[src/rtl/uart_boot_loader_pkg.sv]
// Shared constants for the UART boot loader: frame bytes, loader FSM
// encodings and receiver FSM encodings.
package uart_boot_loader_pkg;

    // Framing of a boot image
    localparam logic [7:0] SYNC_BYTE      = 8'hA5;
    localparam int         BYTES_PER_WORD = 4;
    localparam int         LEN_W          = 16;

    // Loader FSM encodings
    localparam logic [2:0] ST_SYNC   = 3'd0;
    localparam logic [2:0] ST_LEN_LO = 3'd1;
    localparam logic [2:0] ST_LEN_HI = 3'd2;
    localparam logic [2:0] ST_DATA   = 3'd3;
    localparam logic [2:0] ST_CSUM   = 3'd4;
    localparam logic [2:0] ST_DONE   = 3'd5;
    localparam logic [2:0] ST_ERROR  = 3'd6;

    // Byte receiver FSM encodings
    localparam logic [1:0] RX_IDLE  = 2'd0;
    localparam logic [1:0] RX_START = 2'd1;
    localparam logic [1:0] RX_DATA  = 2'd2;
    localparam logic [1:0] RX_STOP  = 2'd3;

endpackage

[src/rtl/uart_boot_loader_rx.sv]
// 8N1 UART byte receiver: two-flop synchronizer, falling-edge start
// detection with a mid-bit re-check, LSB-first deserializer and stop check.
module uart_rx_core #(
    parameter int BIT_CYC = 434
) (
    input  logic       clk,
    input  logic       rst,
    input  logic       rx,
    output logic       byte_valid,
    output logic [7:0] byte_data,
    output logic       stop_err
);
    import uart_boot_loader_pkg::*;

    localparam int               CNT_W   = (BIT_CYC > 2) ? $clog2(BIT_CYC) : 1;
    localparam logic [CNT_W-1:0] BIT_M1  = CNT_W'(BIT_CYC - 1);
    localparam logic [CNT_W-1:0] HALF_M1 = CNT_W'(BIT_CYC / 2 - 1);

    logic             rx_meta;
    logic             rx_sync;
    logic             rx_prev;
    logic [1:0]       rx_state;
    logic [CNT_W-1:0] cnt;
    logic [2:0]       bit_idx;
    logic [7:0]       shreg;

    assign byte_data = shreg;

    // Bring the asynchronous line into the clock domain; idle level is high
    always_ff @(posedge clk or negedge rst) begin
        if (!rst) begin
            rx_meta <= 1'b1;
            rx_sync <= 1'b1;
            rx_prev <= 1'b1;
        end else begin
            rx_meta <= rx;
            rx_sync <= rx_meta;
            rx_prev <= rx_sync;
        end
    end

    // Bit timing and deserialization; a start bit that is high again at mid-bit is dropped as a glitch
    always_ff @(posedge clk or negedge rst) begin
        if (!rst) begin
            rx_state   <= RX_IDLE;
            cnt        <= '0;
            bit_idx    <= 3'd0;
            shreg      <= 8'd0;
            byte_valid <= 1'b0;
            stop_err   <= 1'b0;
        end else begin
            byte_valid <= 1'b0;
            stop_err   <= 1'b0;
            case (rx_state)
                RX_IDLE: begin
                    if (rx_prev && !rx_sync) begin
                        cnt      <= '0;
                        rx_state <= RX_START;
                    end
                end
                RX_START: begin
                    if (cnt == HALF_M1) begin
                        cnt     <= '0;
                        bit_idx <= 3'd0;
                        if (rx_sync) begin
                            rx_state <= RX_IDLE;
                        end else begin
                            rx_state <= RX_DATA;
                        end
                    end else begin
                        cnt <= cnt + CNT_W'(1);
                    end
                end
                RX_DATA: begin
                    if (cnt == BIT_M1) begin
                        cnt   <= '0;
                        shreg <= {rx_sync, shreg[7:1]};
                        if (bit_idx == 3'd7) begin
                            rx_state <= RX_STOP;
                        end else begin
                            bit_idx <= bit_idx + 3'd1;
                        end
                    end else begin
                        cnt <= cnt + CNT_W'(1);
                    end
                end
                RX_STOP: begin
                    if (cnt == BIT_M1) begin
                        cnt      <= '0;
                        rx_state <= RX_IDLE;
                        if (rx_sync) begin
                            byte_valid <= 1'b1;
                        end else begin
                            stop_err <= 1'b1;
                        end
                    end else begin
                        cnt <= cnt + CNT_W'(1);
                    end
                end
                default: rx_state <= RX_IDLE;
            endcase
        end
    end

endmodule

[src/rtl/uart_boot_loader.sv]
// UART boot loader: receives an image (A5, 16-bit word count, words,
// XOR checksum), writes it into the instruction ROM and releases the
// CPU reset once the checksum has matched.
module uart_boot_loader #(
    parameter int CLK_FREQ = 50000000,
    parameter int BAUD     = 115200,
    parameter int ROM_AW   = 12
) (
    input  logic              clk,
    input  logic              rst,
    input  logic              uart_rx,
    output logic              rom_we,
    output logic [ROM_AW-1:0] rom_waddr,
    output logic [31:0]       rom_wdata,
    output logic              cpu_rst,
    output logic              load_done,
    output logic              frame_err
);
    import uart_boot_loader_pkg::*;

    localparam int          BIT_CYC   = CLK_FREQ / BAUD;
    localparam logic [16:0] MAX_WORDS = 17'd1 << ROM_AW;

    logic             byte_valid;
    logic [7:0]       byte_data;
    logic             stop_err;

    logic [2:0]       state;
    logic [7:0]       len_lo;
    logic [LEN_W-1:0] n_words;
    logic [LEN_W-1:0] word_cnt;
    logic [1:0]       byte_idx;
    logic [23:0]      word_buf;
    logic [7:0]       csum;
    logic [LEN_W-1:0] len_full;

    assign len_full = {byte_data, len_lo};

    // The core stays in reset until an image has been verified
    assign cpu_rst   = (state != ST_DONE);
    assign load_done = (state == ST_DONE);
    assign frame_err = (state == ST_ERROR);

    uart_rx_core #(
        .BIT_CYC (BIT_CYC)
    ) u_rx (
        .clk        (clk),
        .rst        (rst),
        .rx         (uart_rx),
        .byte_valid (byte_valid),
        .byte_data  (byte_data),
        .stop_err   (stop_err)
    );

    // Image parser: sync search, length, word assembly with ROM writes, checksum verdict
    always_ff @(posedge clk or negedge rst) begin
        if (!rst) begin
            state     <= ST_SYNC;
            len_lo    <= 8'd0;
            n_words   <= '0;
            word_cnt  <= '0;
            byte_idx  <= 2'd0;
            word_buf  <= 24'd0;
            csum      <= 8'd0;
            rom_we    <= 1'b0;
            rom_waddr <= '0;
            rom_wdata <= 32'd0;
        end else begin
            rom_we <= 1'b0;
            if (rom_we && state == ST_DATA) begin
                rom_waddr <= rom_waddr + ROM_AW'(1);
            end
            if (stop_err && state != ST_DONE) begin
                state <= ST_ERROR;
            end else if (byte_valid) begin
                case (state)
                    ST_SYNC, ST_ERROR: begin
                        if (byte_data == SYNC_BYTE) begin
                            state     <= ST_LEN_LO;
                            rom_waddr <= '0;
                            word_cnt  <= '0;
                            byte_idx  <= 2'd0;
                            csum      <= 8'd0;
                        end
                    end
                    ST_LEN_LO: begin
                        len_lo <= byte_data;
                        state  <= ST_LEN_HI;
                    end
                    ST_LEN_HI: begin
                        n_words <= len_full;
                        if (len_full == '0) begin
                            state <= ST_CSUM;
                        end else if ({1'b0, len_full} > MAX_WORDS) begin
                            state <= ST_ERROR;
                        end else begin
                            state <= ST_DATA;
                        end
                    end
                    ST_DATA: begin
                        csum <= csum ^ byte_data;
                        if (byte_idx == 2'(BYTES_PER_WORD - 1)) begin
                            byte_idx  <= 2'd0;
                            rom_we    <= 1'b1;
                            rom_wdata <= {byte_data, word_buf};
                            word_cnt  <= word_cnt + LEN_W'(1);
                            if (word_cnt + LEN_W'(1) == n_words) begin
                                state <= ST_CSUM;
                            end
                        end else begin
                            byte_idx <= byte_idx + 2'd1;
                            word_buf <= {byte_data, word_buf[23:8]};
                        end
                    end
                    ST_CSUM: begin
                        if (byte_data == csum) begin
                            state <= ST_DONE;
                        end else begin
                            state <= ST_ERROR;
                        end
                    end
                    ST_DONE: begin
                        state <= ST_DONE;
                    end
                    default: state <= ST_SYNC;
                endcase
            end
        end
    end

endmodule

[config.mk]
export PLATFORM = sky130hd
export DESIGN_NAME = uart_boot_loader
export DESIGN_NICKNAME = d
export VERILOG_FILES = /design/src/rtl/uart_boot_loader_pkg.sv /design/src/rtl/uart_boot_loader_rx.sv /design/src/rtl/uart_boot_loader.sv
export SDC_FILE = /design/constraint.sdc
export NUM_CORES = 1
export LEC_CHECK = 0
export ABC_CLOCK_PERIOD_IN_PS = 3450
export CAP_MARGIN = 20
export CORE_MARGIN = 1.5
export CORE_UTILIZATION = 36
export CTS_BUF_LIST = sky130_fd_sc_hd__clkbuf_8 sky130_fd_sc_hd__clkbuf_16
export DETAILED_ROUTE_END_ITERATION = 6
export PLACE_DENSITY = 0.62
export SLEW_MARGIN = 15
export SYNTH_ARGS = -nofsm -noshare
export SYNTH_HDL_FRONTEND = slang
export SYNTH_SLANG_ARGS = --single-unit
[constraint.sdc]
create_clock -name clk -period 3.45 [get_ports clk]
set_input_delay 0.5175 -clock clk [delete_from_list [all_inputs] [get_ports clk]]
set_output_delay 0.5175 -clock clk [all_outputs]
set_load 0.005 [all_outputs]
After elaboration in Yosys (flattened, before gate mapping)

Index checks and enable logic that the tools add are counted.

Register bits after elaboration: 149
Input port bits: 3
Output and inout port bits: 48
Word-level logic and storage cells: 125

Add/sub/neg operators: 5
$lt $le $gt $ge: 1
Eq/ne operators: 28
Mux-type cells: 47
Bitwise logic cells: 3
Reduce and logical (&&, ||, !) cells: 22

Operators by type and width:

| operator                | number |
|---|---|
| $mux W12                | 5 |
| $mux W16                | 2 |
| $pmux W16 S2            | 1 |
| $mux W3                 | 10 |
| $mux W9                 | 3 |
| $pmux W9 S3             | 1 |
| $reduce_and A4 Y1       | 5 |
| $mux W2                 | 9 |
| $pmux W3 S6             | 1 |
| $add A16 B1 Y16 const B | 1 |
| $eq A16 B16 Y1          | 1 |
| $gt A16 B13 Y1 const B  | 1 |
| $logic_not A16 Y1       | 1 |
| $pmux W8 S2             | 1 |
| $add A12 B1 Y12 const B | 1 |
| $eq A3 B3 Y1 const B    | 4 |
| $ne A2 B1 Y1 const B    | 6 |
| $mux W1                 | 10 |
| $reduce_and A5 Y1       | 2 |
| $add A9 B1 Y9 const B   | 1 |
| $eq A9 B8 Y1 const B    | 1 |
| $eq A9 B9 Y1 const B    | 1 |
| $eq A8 B8 Y1            | 1 |
| $eq A8 B8 Y1 const B    | 1 |
| other kinds (23)        | 36 |

Depth between registers and ports, before layout

Gate-level depths: netlist of the first run.

Depth in word-level cells: 7
Mapped depth: 10
Depth with buffers taken out: 9

Cells and area by module

Synthesis of the first run repeated with hierarchy kept, for this count alone.

Cell total of the unflattened synthesis: 708
Area, all modules: 7225.7 um2

By module, submodules not included:

| module           | instances | cells each | area an instance (um2) | seq. area each (um2) |
|---|---|---|---|---|
| uart_boot_loader | 1         | 591        | 5854.4                 | 3052.9 |
| uart_rx_core     | 1         | 117        | 1371.3                 | 679.4 |

Least setup slack after synthesis of the first run

OpenSTA, ideal clock, no wires.

Path kind: register to register
From: register word_cnt[0]
To: register state[2]
Library setup time: 0.128 ns
Data arrival time: 2.362 ns
Required time: 3.322 ns
Setup slack: 0.960 ns
Cell stages (with the launch flop): 9
Path buffers: 0
Clock period less this slack: 2.490 ns
Cells stage by stage: dfrtp_1 ha_1 xnor2_1 nand3_1 or4b_1 a2111oi_0 nand4_1 o21ai_2 mux2_1

Cells in the longest elaborated chain, start to end: 4

Ends and longest elaborated chain:

| what                               | line                    | RTL |
|---|---|---|
| start: declaration                 | uart_boot_loader.sv:31  | `logic [LEN_W-1:0] word_cnt;` |
| start signal: assignment           | uart_boot_loader.sv:106 | `word_cnt <= word_cnt + LEN_W'(1);` |
| $add A16 B1 Y16                    | uart_boot_loader.sv:107 | `if (word_cnt + LEN_W'(1) == n_words) begin` |
| $eq A16 B16 Y1                     | uart_boot_loader.sv:107 |  |
| $ne A3 B1 Y1 (no source line)      | -                       |  |
| $reduce_and A4 Y1 (no source line) | -                       |  |
| end signal: assignment             | uart_boot_loader.sv:108 | `state <= ST_CSUM;` |
| end signal: assignment             | uart_boot_loader.sv:117 | `state <= ST_DONE;` |
| end signal: assignment             | uart_boot_loader.sv:119 | `state <= ST_ERROR;` |
| end: declaration                   | uart_boot_loader.sv:28  | `logic [2:0] state;` |

No other way between the ends.
A chain may end at the register's enable or synchronous reset.

Final worst setup path of the first run

Ends and elaborated chain as after synthesis.

==> metrics, run 1 <==
Worst Clk Skew=0.0132 ns; Yosys top cell area share=51.0%; final period utilization=81.2%; area leader, netlist=dfrtp_1; Routed Antenna Nets=0; io pins=51; cts hold-fix bufs=0; initial antenna violation count=0; WS Path Type=reg -> reg; Switching Share=25.0%; met2 wire length=6990 um; cell area power density=444 nW/um^2; row count=51; Pre-Repair DR Iteration Count=5; DR iter-0 viols=453; TritonCTS Buffers=17; Post-Route WL=15500 um; most numerous cell in the Yosys netlist=dfrtp_1; critical path endpoint category=flop; Worst-path clk slew=0.06 ns; Max FO, Critical Path=7; nets=770; max-slew violations=0; M1 WL=7540 um; Worst-Margin Slew=0.861 ns; Post-synth top cells=146 x dfrtp_1, 138 x nand2_1, 45 x nor2_1; Root Driver=clkbuf_16; Internal Dissipation=2.83 mW; Combinational Power Share=4.4%; overall routing resource usage=15.9%; Critical Path Start Type=flop; setup TNS=0 ns; sequential cell area fraction in the yosys report=52.1%; Leak=3.99 nW; Max Cap Violations=0; Post-synth EDFFs=0; Worst-Skew Late Latency=0.43 ns; post-CTS setup repair buffer count=0; vias in the first global route=4918; DR WL/cell=15.0 um; Primary FF master, synth=dfrtp_1; number of H-tree branching levels=4; vias=5312; outcome=complete, no violations; worst setup path startpoint=word_cnt[0]; DPL Wire Length=10300 um; TritonCTS clock tree=done; Post-Syn Area=7170 um^2; routability cong.=0.842; die area=20800 um^2; # setup viols final=0; RSZ-0062 raised after global routing=false; antenna cells=0; largest net degree at the start of global routing=77; Syn. warnings=0; DRC=0; Hold Fails Final Rpt=0; Worst Path Required=3.76 ns; achievable clock frequency=0.357 GHz; Yosys reg bits=149; Core Footprint=19500 um^2; min cycle time layout=2.80 ns; P&R area growth vs syn=18.6%; clk buf depth=2; Crit path arrival time=3.11 ns; worst rel slew slack=42.4%; sequential power share=49.6%; Initial Utilization=36.7%; PortBufs=50; vias per inst=5.13; TritonCTS sink count=149; Worst VDD drop=0.000378 V; Mapped Cells=713; Switch Pwr=945 uW; CTS resizes=0; reg2reg start=word_cnt[0]; highest routing layer actually used=met4; post-synthesis net count=725; Die Ht=144 um; met3 WL=733 um; worst hold margin=0.108 ns; Chip Width=144 um; worst reg2reg setup slack=0.65 ns; top post-synthesis cells by area=dfrtp_1 51%, nand2_1 7.2%, mux2_4 4.0%; FFs w/ async S/R, synth=100%; fraction of layout cells with a size suffix above 1=12.2%; min-delay worst type=in -> async; grt ovf=0; Synth cell types=63; first-pass GRT wire length=25800 um; Syn Area/Cell=10.1 um^2; clock share of power=46.0%
-- power by group through the flow --
stage	clock, mW	sequential [mW]	combinational, mW
floorplan	0	1.88	0.123
global route	1.87	1.89	0.194
global placement	0	1.91	0.166
CTS	1.78	1.87	0.170
finish	1.74	1.87	0.164
detailed placement	0	1.91	0.168
-- placed cells by master (no fill, tap or decap), types with 20 or more instances in the layout --
cell             count
dfrtp_1            146
o21ai_1             26
mux2_1              20
clkdlybuf4s50_1     49
nor2_1              45
a21oi_1             22
o21ai_0             38
nand2_1            137
-- layout make-up --
cell class | count | area (um^2)
fill | 1908 | 11000
multi-input combinational | 505 | 3190
tap | 265 | 332
timing repair buffer | 65 | 624
clock inverter | 14 | 111
inverter | 20 | 75.1
clock buffer | 18 | 439
sequential | 149 | 3730
-- kinds of logic after synthesis --
group           count (synthesis)  share of synthesized area [%]
compound gates                124                           10.2
fa+ha+maj                       9                           1.57
flops                         149                           52.1
mux                            56                           9.74
simple gates                  284                           19.0
buf+inv                        59                           3.47
xor+xnor                       32                           3.91
-- per-layer routing --
layer / track usage, % / up-vias
met2: 24.0 / 129
met5: 0 / -
met4: 4.67 / 0
met1: 22.6 / 2586
li1: - / 2577
met3: 3.84 / 20
-- path summary, 6_finish.rpt --
| kind | endpoint | cells past startpoint |
|---|---|---|
| setup reg to reg | state[2] | 8 |
| max in group asynchronous | word_cnt[14] | 2 |
| hold / removal | rom_wdata[26] | 1 |
| setup / recovery | state[2] | 8 |
| min in group clk | u_rx.rx_sync | 0 |
| hold reg to reg | u_rx.rx_sync | 0 |
-- flip-flops by register name, summed over array words and instances (netlist names), 2 cells and up, named ones only --
| signal | cells |
|---|---|
| csum | 8 |
| u_rx.bit_idx | 3 |
| rom_wdata | 32 |
| rom_waddr | 12 |
| word_buf | 24 |
| u_rx.byte_data | 8 |
| u_rx.cnt | 9 |
| state | 3 |
| len_lo | 8 |
| byte_idx | 2 |
| word_cnt | 16 |
| n_words | 16 |
-- critical path: stages (launching register included) --
cell and delay, ns:
dfrtp_1 0.46, ha_1 0.28, inv_1 0.13, or4b_1 0.54, and4_1 0.24, a222oi_1 0.35, nand4_1 0.20, o21ai_2 0.14
mux2_1 0.34
-- metrics by stage --
stage | worst slack, ns | std cells | total power, mW | area, um^2 | util, %
2_1_floorplan | 0.960 | 713 | 2.00 | 7170 | -
3_3_place_gp | 0.753 | 1003 | 2.07 | 7950 | 40.7
3_5_place_dp | 0.693 | 1004 | 2.07 | 7950 | 40.7
4_1_cts | 0.688 | 1036 | 3.83 | 8500 | 43.6
5_1_grt | 0.490 | 1036 | 3.95 | 8500 | 43.6
6_report | 0.648 | 1036 | 3.78 | 8500 | 43.6
Note: power is estimated with default switching activity, not from simulation.
==> run 2: changes to the inputs <==
ABC_CLOCK_PERIOD_IN_PS = 2600   (was 3450)
clock period = 2.6 ns   (was 3.45 ns; I/O delays follow)
==> metrics, run 2 (synthesized netlist as in run 1, its figures left out) <==
Post-Route WL=16200 um (+4.3%); commonest non-fill, non-tap cell in the layout=dfrtp_1; outcome=complete, no violations; DR iter-0 viols=362 (-20%); initial antenna violation count=0 (unchanged); Routed Antenna Nets=0 (unchanged); cell area power density=576 nW/um^2 (+30%); most frequent cells in the layout=141 x dfrtp_1, 137 x nand2_1, 49 x clkdlybuf4s50_1, 49 x buf_4, 45 x nor2_1; final period utilization=96.5% (+15 points); Critical Path Start Type=flop; hold worst-path end=u_rx.rx_sync; overall routing resource usage=16.6% (+0.71 points); reg2reg start=word_cnt[1]; CP cell instances=ha_4, nand3_4, or4_1, and4_1, a222oi_1, nand4_1, o21ai_2, mux2_4; Worst-path clk slew=0.07 ns (about the same); Largest regs=rom_wdata (32), word_buf (24); worst hold path depth=0; Max FO, Critical Path=5 (-2); TritonCTS sink count=149 (unchanged); grt ovf=0 (unchanged); Pre-Repair DR Iteration Count=6 (+1); routability cong.=0.811 (-3.7%); Leak=4.24 nW (+6.4%); worst reg2reg setup slack=0.09 ns (-0.56 ns); Hold Fails Final Rpt=0 (unchanged); number of H-tree branching levels=4 (unchanged); min cycle time layout=2.51 ns (-0.292 ns); Largest Register=rom_wdata; worst hold margin=0.358 ns (+0.250 ns); P&R area growth vs syn=25.3%; design area=8990 um^2 (+5.7%); critical path endpoint category=flop; vias in the first global route=5106 (+3.8%); R2R cell count=8 (unchanged); die area=20800 um^2 (unchanged); io pins=51 (unchanged); Worst-Skew Late Latency=0.43 ns (about the same); Worst-Margin Slew=0.707 ns (-0.153 ns); # setup viols final=0 (unchanged); worst rel slew slack=52.9% (+10 points); Chip Width=144 um (unchanged); min-delay worst type=reg -> reg; largest stage delay on the critical path=0.50 ns (-0.04 ns); max-slew violations=0 (unchanged); number of flip-flops under the largest register name=32 (unchanged); Core Footprint=19500 um^2 (unchanged); first-pass GRT wire length=26700 um (+3.5%); TritonCTS Buffers=17 (unchanged); Die Ht=144 um (unchanged); RSZ-0062 raised after global routing=false; vias per inst=5.05 (-1.5%); DPL Wire Length=10800 um (+5.6%); TritonCTS clock tree=done; DR WL/cell=15.0 um (+0.54%); Initial Utilization=36.7% (unchanged); row count=51 (unchanged); Worst Clk Skew=0.0119 ns (-0.00132 ns); nets=809 (+5.1%); achievable clock frequency=0.398 GHz (+12%); fraction of layout cells with a size suffix above 1=18.4% (+6.2 points); Worst VDD drop=0.000459 V (+21%); clk buf depth=2 (unchanged); PortBufs=50 (unchanged); largest net degree at the start of global routing=66 (-14%); WS Path Type=reg -> reg; Hold Path Origin=u_rx.rx_meta; Crit path arrival time=2.83 ns (-0.28 ns); Critical R2R Capture=state[2]; DRC=0 (unchanged); Max Cap Violations=0 (unchanged); slowest CP cell=or4_1; vias=5430 (+2.2%); Placed Area=8240 um^2 (+3.6%); Root Driver=clkbuf_16; Worst Path Required=2.92 ns (-0.84 ns); antenna cells=0 (unchanged)
run 2: repair_timing:
action                                 in CTS  in global routing
resized for setup                           2                 20
hold buffers                                1                  0
setup endpoints to repair                   2                  3
buffers inserted                            0                  5
pin swaps                                   1                  6
endpoints found under the hold margin      61                  0
run 2: final cells by class:
class | instances | area (um^2)
Timing Repair Buffer | 104 | 960
Clock buffer | 18 | 439
Clock inverter | 14 | 150
Tap cell | 265 | 332
Fill cell | 1858 | 10500
Sequential cell | 149 | 3740
Multi-Input combinational cell | 505 | 3290
Inverter | 20 | 75.1
run 2: metal layers:
layer / global-route usage (%) / vias up / routed length [um]
li1: - / 2655 / -
met1: 23.9 / 2657 / 7930
met2: 24.9 / 105 / 7500
met3: 4.11 / 13 / 597
met4: 4.35 / 0 / 138
met5: 0 / - / 0
run 2: worst max path at each step:
stage           startpoint        to  slack, ns  cells after the start
2_1_floorplan  word_cnt[0]  state[2]       0.11                      8
3_3_place_gp   word_cnt[0]  state[2]       0.08                      8
3_5_place_dp   word_cnt[0]  state[2]      -0.09                      8
4_1_cts        word_cnt[0]  state[2]      0.001                      8
5_1_grt        word_cnt[1]  state[2]       0.02                      8
6_report       word_cnt[1]  state[2]       0.09                      8
run 2: metrics by stage:
| step | std cells | utilization (%) | setup TNS [ns] | worst slack [ns] | power (mW) |
|---|---|---|---|---|---|
| detailed placement | 1037 | 42.2 | -0.115 | -0.0868 | 2.76 |
| global placement | 1037 | 42.2 | 0 | 0.0801 | 2.75 |
| floorplan | 713 | - | 0 | 0.110 | 2.66 |
| global route | 1075 | 46.0 | 0 | 0.0168 | 5.40 |
| CTS | 1070 | 45.3 | 0 | 0.00102 | 5.25 |
| finish | 1075 | 46.0 | 0 | 0.0903 | 5.17 |
run 2: critical path: cells and delay by family, from the launching register on:
| kind | cells | cell delay (ns) |
|---|---|---|
| AOI/OAI and AO/OA | 2 | 0.50 |
| adders and majority gates | 1 | 0.19 |
| DFF | 1 | 0.39 |
| muxes | 1 | 0.31 |
| and+or+nand+nor | 4 | 1.02 |
run 2: where the power goes:
| group | internal, mW | switching (mW) | total (mW) |
|---|---|---|---|
| clock | 1.39 | 1.07 | 2.46 |
| sequential | 2.39 | 0.104 | 2.49 |
| combinational | 0.108 | 0.117 | 0.225 |
==> RTL change, RTL diff (config.mk and constraints of run 2) <==
Set the parameter `ROM_AW` to 11 (it was 12).
--- a/src/rtl/uart_boot_loader.sv
+++ b/src/rtl/uart_boot_loader.sv
@@ -6,3 +6,3 @@
     parameter int BAUD     = 115200,
-    parameter int ROM_AW   = 12
+    parameter int ROM_AW   = 11
 ) (
Interface: changed (resized rom_waddr); port bits go from 51 to 50. The function was not compared with the original's and may differ.
==> RTL change against run 2 <==
Wire length decreased by 3.3%; total power decreased by 0.92%; synthesized area decreased by 0.86%; synthesized cell count increased by 0.42%; design area decreased by 2.5%; sequential cell count decreased by 1; worst setup slack improved by 0.071 ns.
==> RTL change: results (changes against run 2) <==
stage	metric	value	unit	change
placed_design	hpwlAfterDp	10.5	mm	-2.9%
synthesis	syn-num-nets	728		+0.41%
global_route	grt_pass1_vias	5088		-0.35%
global_route	met2_usage	25.2	%	+0.22 points
global_route	grt_max_degree	65		-1.5%
placed_design	numPortBuffers	49		-2.0%
sta	slew_headroom	59.9	%	+7.0 points
finish	num-nets-final	801		-0.99%
placed_design	place.gp.congestion	0.823		+1.4%
synthesis	synth_commonest_cells	145 x dfrtp_1, 142 x nand2_1, 71 x o21ai_0, 46 x nor2_1, 29 x mux2_2		
route	vias	5397		-0.61%
synthesis	synth_cell_type_count	55		-13%
power	leakage	0.00415	uW	-2.2%
outcome	outcome	finished, final reports clean		
global_route	grt_use_met1	22.0	%	-1.9 points
route	drtPass1Iterations	4		-2
worst_setup_path	critPathArrivalTime	2.78	ns	-0.05 ns
power	p_switching	1300	uW	+0.38%
synthesis	ys_seq_area_share	52.2	%	+0.097 points
global_route	grt_pass1_wl	25.9	mm	-2.9%
global_route	grtUsageMet3	3.57	%	-0.54 points
placed_design	placedInstanceArea	8090	um2	-1.9%
route	drt-initial-drc-count	317		-12%
finish	drive_gt1_share	17.3	%	-1.1 points
sta	skew	0.00739	ns	-0.00449 ns
## RTL change: changes by cell type after synthesis, moves of 5 or more
| cell | change |
|---|---|
| mux2_2 | +15 |
| o31ai_1 | +7 |
| or3_1 | -6 |
| a21oi_1 | -9 |
| a22o_1 | -5 |
| mux2_1 | -20 |
| o21ai_0 | +33 |
| nand2b_1 | +12 |
| o21ai_1 | -26 |
## RTL change: power by group through the flow
stage | registers, uW | clock network [uW] | logic, uW
floorplan | 2440 | 0 | 213
global placement | 2460 | 0 | 316
detailed placement | 2470 | 0 | 323
CTS | 2420 | 2450 | 325
global route | 2430 | 2540 | 369
finish | 2420 | 2390 | 316
## RTL change: worst paths after layout
kind / endpoint / startpoint / slack [ns]
setup / recovery: state[0] / word_cnt[1] / 0.16
max in group asynchronous: u_rx.rx_meta / rst / 1.33
setup reg to reg: state[0] / word_cnt[1] / 0.16
hold reg to reg: u_rx.rx_sync / u_rx.rx_meta / 0.36
min in group asynchronous: rom_wdata[8] / rst / 0.51
hold / removal: u_rx.rx_sync / u_rx.rx_meta / 0.36
## RTL change: cells by family after synthesis
logic type,synth area share (%)
multiplexers,9.31
AND/OR/NAND/NOR,19.7
adder cells (fa/ha/maj),1.58
AO/OA/AOI/OAI,10.1
XOR/XNOR,3.94
flip-flops,52.2
buffers and inverters,3.22
## RTL change: final cells by class
class / instances / area (um2)
fillers: 1842 / 10600
well taps: 265 / 332
clock buffers: 17 / 425
multi-input cells: 513 / 3230
inverters: 18 / 67.6
clock inverters: 15 / 154
flip-flops and latches: 148 / 3710
repair buffers: 91 / 847
## RTL change: critical path, stage by stage (launching register included)
cell     delay, ns
dfrtp_1       0.41
ha_2          0.21
nand4_1       0.20
or4_4         0.63
xnor2_2       0.14
nand2_1       0.09
nor4b_2       0.05
buf_4         0.15
o31ai_1       0.26
mux2i_1       0.22
## RTL change: per-stage QoR
stage / std cells / setup WS (ns)
after detailed placement: 1030 / 0.115
after CTS: 1063 / 0.0134
after global placement: 1030 / 0.0675
final: 1067 / 0.161
after global routing: 1067 / 0.0202
after floorplan: 716 / 0.216
## RTL change: timing repair
| action | in CTS | in global routing |
|---|---|---|
| hold buffers | 1 | 0 |
| endpoints found under the hold margin | 62 | 0 |
| endpoints found under the setup margin | 0 | 3 |
| setup buffers | 0 | 4 |
| gates resized for setup | 0 | 10 |
## RTL change: per-layer routing
| layer | share of wire (%) | wire length (um) | up-vias |
|---|---|---|---|
| met4 | 1.8 | 276 | 0 |
| li1 | - | - | 2635 |
| met1 | 49 | 7680 | 2645 |
| met5 | 0 | 0 | - |
| met3 | 3.2 | 508 | 19 |
| met2 | 46 | 7170 | 98 |
